`config.mk`:
```
export PLATFORM = sky130hd
export DESIGN_NAME = color_xform_arbiter
export DESIGN_NICKNAME = d
export VERILOG_FILES = /design/src/rtl/color_xform_arbiter_pkg.sv /design/src/rtl/color_xform_arbiter_tag_pipe.sv /design/src/rtl/color_xform_arbiter.sv
export SDC_FILE = /design/constraint.sdc
export NUM_CORES = 1
export LEC_CHECK = 0
export ABC_AREA = 0
export BUFFER_PORTS_ARGS = -buffer_cell sky130_fd_sc_hd__buf_2
export CAP_MARGIN = 0
export CORE_ASPECT_RATIO = 2
export CORE_MARGIN = 2
export CORE_UTILIZATION = 35
export DETAILED_ROUTE_END_ITERATION = 10
export PLACE_DENSITY = 0.67
export RECOVER_POWER = 50
export SLEW_MARGIN = 30
export SYNTH_ARGS = -nofsm -noshare
export SYNTH_HDL_FRONTEND = slang
export SYNTH_HIERARCHICAL = 1
export SYNTH_SLANG_ARGS = --single-unit
```
`constraint.sdc`:
```
create_clock -name clk_25 -period 2.8 [get_ports clk_25]
set_input_delay 0.28 -clock clk_25 [delete_from_list [all_inputs] [get_ports clk_25]]
set_output_delay 0.28 -clock clk_25 [all_outputs]
set_load 0.02 [all_outputs]
```
`src/rtl/color_xform_arbiter_pkg.sv`:
```
// Shared types for the colour-transform arbiter:
// pixel bundle, FSM encoding and requester ids.
package color_xform_arbiter_pkg;

  localparam int COORD_W = 10;
  localparam int CH_W    = 8;

  typedef enum logic [1:0] {
    ST_IDLE  = 2'd0,
    ST_RUN   = 2'd1,
    ST_DRAIN = 2'd2
  } state_e;

  localparam logic REQ_0 = 1'b0;
  localparam logic REQ_1 = 1'b1;

  typedef struct packed {
    logic [COORD_W-1:0] x;
    logic [COORD_W-1:0] y;
    logic [CH_W-1:0]    r;
    logic [CH_W-1:0]    g;
    logic [CH_W-1:0]    b;
  } pixel_t;

endpackage

```
`src/rtl/color_xform_arbiter_tag_pipe.sv`:
```
// Delay line carrying {valid, src} alongside the transform
// so the source id leaves in step with its wrreq.
module xform_tag_pipe #(
  parameter int PIPE_LAT = 3
) (
  input  logic clk,
  input  logic rst_n,
  input  logic vld_in,
  input  logic src_in,
  input  logic wr_req,
  output logic vld_out,
  output logic src_out
);

  logic [PIPE_LAT-1:0] vld_q, vld_d;
  logic [PIPE_LAT-1:0] src_q, src_d;

  always_comb begin
    vld_d = (vld_q << 1) | PIPE_LAT'(vld_in);
    src_d = (src_q << 1) | PIPE_LAT'(src_in);
  end

  always_ff @(posedge clk or negedge rst_n) begin
    if (!rst_n) begin
      vld_q <= '0;
      src_q <= '0;
    end else begin
      vld_q <= vld_d;
      src_q <= src_d;
    end
  end

  assign vld_out = vld_q[PIPE_LAT-1];
  assign src_out = src_q[PIPE_LAT-1];

  // A tagged pixel must retire exactly when its tag pops out.
  a_align : assert property (
    @(posedge clk) disable iff (!rst_n)
    vld_out |-> wr_req
  );

endmodule

```
`src/rtl/color_xform_arbiter.sv`:
```
// Round-robin issue of two pixel streams into one
// colour transform, throttled by FIFO credit.
module color_xform_arbiter
  import color_xform_arbiter_pkg::*;
#(
  parameter int PIPE_LAT   = 3,
  parameter int FIFO_DEPTH = 512,
  parameter int USEDW_W    = 9,
  parameter int MARGIN     = 2,
  parameter int CNT_W      = 3
) (
  input  logic               clk_25,
  input  logic               reset,
  input  logic               en,
  input  logic               req0,
  input  logic [COORD_W-1:0] x0,
  input  logic [COORD_W-1:0] y0,
  input  logic [3*CH_W-1:0]  rgb0,
  output logic               ack0,
  input  logic               req1,
  input  logic [COORD_W-1:0] x1,
  input  logic [COORD_W-1:0] y1,
  input  logic [3*CH_W-1:0]  rgb1,
  output logic               ack1,
  output logic               tr_valid,
  output logic [COORD_W-1:0] tr_x,
  output logic [COORD_W-1:0] tr_y,
  output logic [CH_W-1:0]    tr_red,
  output logic [CH_W-1:0]    tr_green,
  output logic [CH_W-1:0]    tr_blue,
  input  logic               tr_wrreq,
  input  logic [USEDW_W-1:0] wrusedw,
  output logic               wr_src,
  output logic               busy
);

  localparam logic [USEDW_W:0] LIMIT =
    (USEDW_W+1)'(FIFO_DEPTH - MARGIN);

  state_e           state_q, state_d;
  logic [CNT_W-1:0] inflight_q, inflight_d;
  logic             last_q, last_d;
  logic             ack0_q, ack0_d;
  logic             ack1_q, ack1_d;
  logic             vld_q, vld_d;
  logic             src_q, src_d;
  pixel_t           pix_q, pix_d;

  logic             elig0, elig1;
  logic             credit_ok;
  logic             grant, gnt_id;
  logic             retire;
  logic [USEDW_W:0] occ;
  logic             tag_vld, tag_src;
  pixel_t           pix0, pix1;

  assign pix0 = pixel_t'({x0, y0, rgb0});
  assign pix1 = pixel_t'({x1, y1, rgb1});

  always_ff @(posedge clk_25 or negedge reset) begin
    if (!reset) begin
      state_q <= ST_IDLE;
    end else begin
      state_q <= state_d;
    end
  end

  always_comb begin
    state_d = state_q;
    unique case (state_q)
      ST_IDLE:  if (en) state_d = ST_RUN;
      ST_RUN:   if (!en) state_d = ST_DRAIN;
      ST_DRAIN: begin
        if (en) begin
          state_d = ST_RUN;
        end else if (inflight_q == '0 && !vld_q) begin
          state_d = ST_IDLE;
        end
      end
      default:  state_d = ST_IDLE;
    endcase
  end

  always_comb begin
    busy = (state_q != ST_IDLE);
  end

  // A pending ack blocks re-sampling the same pixel.
  always_comb begin
    elig0     = req0 & ~ack0_q;
    elig1     = req1 & ~ack1_q;
    occ       = {1'b0, wrusedw}
              + (USEDW_W+1)'(inflight_q);
    credit_ok = (occ < LIMIT);
    grant     = 1'b0;
    gnt_id    = REQ_0;
    if (state_q == ST_RUN && en && credit_ok) begin
      unique case (1'b1)
        (elig0 & elig1): begin
          grant  = 1'b1;
          gnt_id = ~last_q;
        end
        (elig0 & ~elig1): begin
          grant  = 1'b1;
          gnt_id = REQ_0;
        end
        (~elig0 & elig1): begin
          grant  = 1'b1;
          gnt_id = REQ_1;
        end
        default: ;
      endcase
    end
  end

  always_comb begin
    ack0_d = grant && (gnt_id == REQ_0);
    ack1_d = grant && (gnt_id == REQ_1);
    vld_d  = grant;
    src_d  = grant ? gnt_id : src_q;
    last_d = grant ? gnt_id : last_q;
    pix_d  = pix_q;
    if (grant) begin
      pix_d = (gnt_id == REQ_1) ? pix1 : pix0;
    end
    retire     = tr_wrreq && (inflight_q != '0);
    inflight_d = inflight_q;
    unique case ({grant, retire})
      2'b10:   inflight_d = inflight_q + CNT_W'(1);
      2'b01:   inflight_d = inflight_q - CNT_W'(1);
      default: ;
    endcase
  end

  always_ff @(posedge clk_25 or negedge reset) begin
    if (!reset) begin
      inflight_q <= '0;
      last_q     <= REQ_1;
      ack0_q     <= 1'b0;
      ack1_q     <= 1'b0;
      vld_q      <= 1'b0;
      src_q      <= 1'b0;
      pix_q      <= '0;
    end else begin
      inflight_q <= inflight_d;
      last_q     <= last_d;
      ack0_q     <= ack0_d;
      ack1_q     <= ack1_d;
      vld_q      <= vld_d;
      src_q      <= src_d;
      pix_q      <= pix_d;
    end
  end

  xform_tag_pipe #(
    .PIPE_LAT (PIPE_LAT)
  ) u_tag (
    .clk     (clk_25),
    .rst_n   (reset),
    .vld_in  (vld_q),
    .src_in  (src_q),
    .wr_req  (tr_wrreq),
    .vld_out (tag_vld),
    .src_out (tag_src)
  );

  assign ack0     = ack0_q;
  assign ack1     = ack1_q;
  assign tr_valid = vld_q;
  assign tr_x     = pix_q.x;
  assign tr_y     = pix_q.y;
  assign tr_red   = pix_q.r;
  assign tr_green = pix_q.g;
  assign tr_blue  = pix_q.b;
  assign wr_src   = tag_vld & tag_src;

endmodule
```
==> summary.json <==
{
  "status": "finished clean",
  "synth_area_leaders": "dfrtp_1 49%, mux2_2 31%, mux2_4 2.5%",
  "timing.hold.worst.class": "in -> reg",
  "post-route-worst-setup-slack_ns": 0.117,
  "worst_hold_startpoint": "en",
  "row_count": 47,
  "synth.avg_cell_area_um2": 14.3,
  "worst_skew_pair.late_latency_ns": 0.32,
  "final_hold_viol_count": 0,
  "worst_clock_skew_ns": 0.00644,
  "chipWidth_um": 69.5,
  "avgViaCountPerCell": 4.78,
  "clkSlewWorstSetupHoldPaths_ns": 0.05,
  "fmax_mhz": 373,
  "synth_cell_type_count": 35,
  "timing_worst_slew_pin_value_ns": 1.45,
  "period_share_pct": 95.8,
  "reg2regPathDepth": 12,
  "initial_core_util_pct": 36.2,
  "timing.hold.worst_endpoint": "state_q[1]$_DFFE_PN0P_",
  "grt_start_max_net_pins": 61,
  "pin_count": 152,
  "routed-wl-met3_um": 349,
  "tritoncts_num_sinks": 60,
  "wl_final_mm": 6.75,
  "max_cap_viol_count": 0,
  "seq_area_frac_synth_pct": 50.1,
  "grt_first_pass_wirelength_mm": 11.0,
  "cts_tree": "done",
  "worst_path_largest_cell_delay_ns": 0.48,
  "place.detailed.hpwl_mm": 5.16,
  "worst_setup_path_end_kind": "flip-flop",
  "dominantRegCellSynth": "dfrtp_1",
  "timing.critical_path.slowest_stage_cell": "fa_1",
  "cts.root.buffer_cell": "clkbuf_16",
  "grt.total_usage_pct": 15.0,
  "number_of_nets_in_the_layout": 476,
  "antennaDiodeCount": 0,
  "min_period_ns": 2.68,
  "placedCellCount": 454,
  "route.antenna.remaining_nets": 0,
  "worstSetupStartpoint": "inflight_q[0]$_DFFE_PN0P_",
  "vias": 2252,
  "wirelength_met1_mm": 2.24,
  "final_max_slew_viol_count": 0,
  "stdcell_count": 471,
  "synthesis.instances": 210,
  "fillCellCount": 757,
  "power_leakage_nw": 2.03,
  "synth_fp_nets": 318,
  "mostFrequentLayoutCell": "buf_2",
  "top_layer_used": "met4",
  "wl_met2_mm": 3.97,
  "post_route_cells_drive_above_1_share_pct": 67.6,
  "mappedNetlistArea_um2": 3000,
  "rsz0062_at_grt": "no",
  "cts_h_tree_lvls": 3,
  "place.gp.congestion": 0.758,
  "timing_worst_setup_path_type": "reg -> reg",
  "layout_common_cells": "134 x buf_2, 83 x mux2_2, 59 x dfrtp_1",
  "final.setup.tns_ns": 0,
  "chipHeight_um": 135,
  "drt_first_iter_violations": 51,
  "synth-seq-cells": 60,
  "ys_warn_count": 6,
  "area_delta_synth_final_pct": 39.5,
  "crit_chain": "and2_1 -> fa_1 -> nand3_1 -> nor3_1 -> nand4b_1 -> o211ai_4 -> ha_4 -> inv_1 -> fa_2 -> xor2_1 -> nor2_1 -> xor2_1",
  "worst_hold_path.num_cells": 2,
  "async_flop_share_pct": 100,
  "critical_path.startpoint_type": "flip-flop",
  "slew-limit-headroom_pct": 3.60,
  "irDropWorstVdd_uv": 443,
  "die-area_um2": 9380,
  "hold_slack_ns": 0.132,
  "critPathMaxFanout": 2,
  "antenna_found_initial": 0,
  "firstDrtPassIters": 2,
  "worst_ep_required_time_ns": 3.04,
  "timing.reg2reg.setup_slack_ns": 0.12,
  "synth_top_area_share_pct": 49.2,
  "path_common_cell": "xor2_1",
  "design.core.area_um2": 8290,
  "grt_pass1_vias": 2412,
  "netlist.top_cell.by_area": "dfrtp_1",
  "synth-edff-count": 0,
  "gr_ovfl_total": 0,
  "drc": 0,
  "timing.rr.start": "inflight_q[0]$_DFFE_PN0P_",
  "wl_per_cell_um": 14.3,
  "cts_buffers": 9,
  "finalSetupViolations": 0,
  "portBuffers": 151,
  "critical_path.reg2reg.endpoint": "inflight_q[2]$_DFFE_PN0P_",
  "timing.critical_path.arrival_ns": 2.93,
  "placement.setup.worst_slack_ns": 0.0427,
  "pwr_density_cell_nw_per_um2": 914,
  "cts-root-to-sink-buffers": 2
}
==> how the worst max path moves through the flow <==
| stage | depth (start not counted) | slack (ns) | to |
|---|---|---|---|
| 3_5_place_dp | 13 | 0.04 | inflight_q[2]$_DFFE_PN0P_ |
| 5_1_grt | 12 | 0.02 | inflight_q[2]$_DFFE_PN0P_ |
| 4_1_cts | 12 | 0.07 | inflight_q[2]$_DFFE_PN0P_ |
| 2_1_floorplan | 14 | -0.04 | inflight_q[2]$_DFFE_PN0P_ |
| 3_3_place_gp | 13 | 0.12 | inflight_q[2]$_DFFE_PN0P_ |
| 6_report | 12 | 0.12 | inflight_q[2]$_DFFE_PN0P_ |
==> power by group <==
| group | switching, W | leakage (nW) | internal (W) |
|---|---|---|---|
| clock network | 0.000359 | 0.162 | 0.000851 |
| registers | 0.000143 | 0.720 | 0.00116 |
| logic | 0.000719 | 1.15 | 0.000597 |
| total | 0.00122 | 2.03 | 0.00261 |
==> state kept, by name, summed over array words and instances (netlist names), 3 cells and up <==
register     flops
inflight_q       3
tr_blue          8
tr_green         8
tr_red           8
tr_x            10
tr_y            10
u_tag/src_q      3
u_tag/vld_q      3
==> stage by stage <==
step	util [%]	power, W	cell area, µm²
2_1_floorplan	-	0.00219	3020
3_3_place_gp	46.6	0.00262	3860
3_5_place_dp	46.6	0.00267	3860
4_1_cts	50.7	0.00391	4200
5_1_grt	50.5	0.00405	4190
6_report	50.5	0.00383	4190
==> Yosys cell counts (2+ instances only) <==
cell type / count
a21boi_0: 2
a21o_1: 2
a21oi_1: 4
and2_1: 2
buf_12: 2
buf_2: 4
buf_6: 2
dfrtp_1: 59
fa_1: 2
ha_1: 3
inv_1: 6
mux2_2: 83
mux2_4: 5
nand2_1: 5
nand3_1: 3
nor2_1: 2
nor2b_1: 2
nor3_1: 2
o21ai_0: 2
xnor2_1: 2
xor2_1: 2
==> critical path: cells and delay by family (launching register included) <==
kind,cells,cell delay [ns]
XOR/XNOR,2,0.30
AND/OR/NAND/NOR,5,0.77
flip-flops,1,0.37
adder cells (fa/ha/maj),3,0.98
buffers and inverters,1,0.05
AO/OA/AOI/OAI,1,0.14
==> layer usage <==
metal / up-vias / GRT usage, %
li1: 1068 / -
met4: 0 / 7.63
met3: 14 / 4.25
met2: 83 / 28.4
met1: 1087 / 14.5
met5: - / 0
==> cell families after synthesis <==
family | after synthesis | synth area share (%)
XOR/XNOR | 4 | 1.17
AND/OR/NAND/NOR | 23 | 4.42
buffers and inverters | 15 | 3.75
multiplexers | 88 | 33.6
flip-flops | 60 | 50.1
AO/OA/AOI/OAI | 15 | 4.38
adder cells (fa/ha/maj) | 5 | 2.58
==> timing repair <==
item	in CTS	in global routing
endpoints found under the setup margin	0	1
gates resized for setup	0	1
hold buffers	0	0
setup buffers	0	1
==> cell type report <==
class	instances	area, µm²	area share, %
clock buffers	13	270	6.45
clock inverters	3	67.6	1.61
inverters	6	22.5	0.538
multi-input cells	135	1410	33.6
flip-flops and latches	60	1500	35.9
well taps	98	123	2.93
repair buffers	156	795	19.0
(Power assumes the default switching activity.)
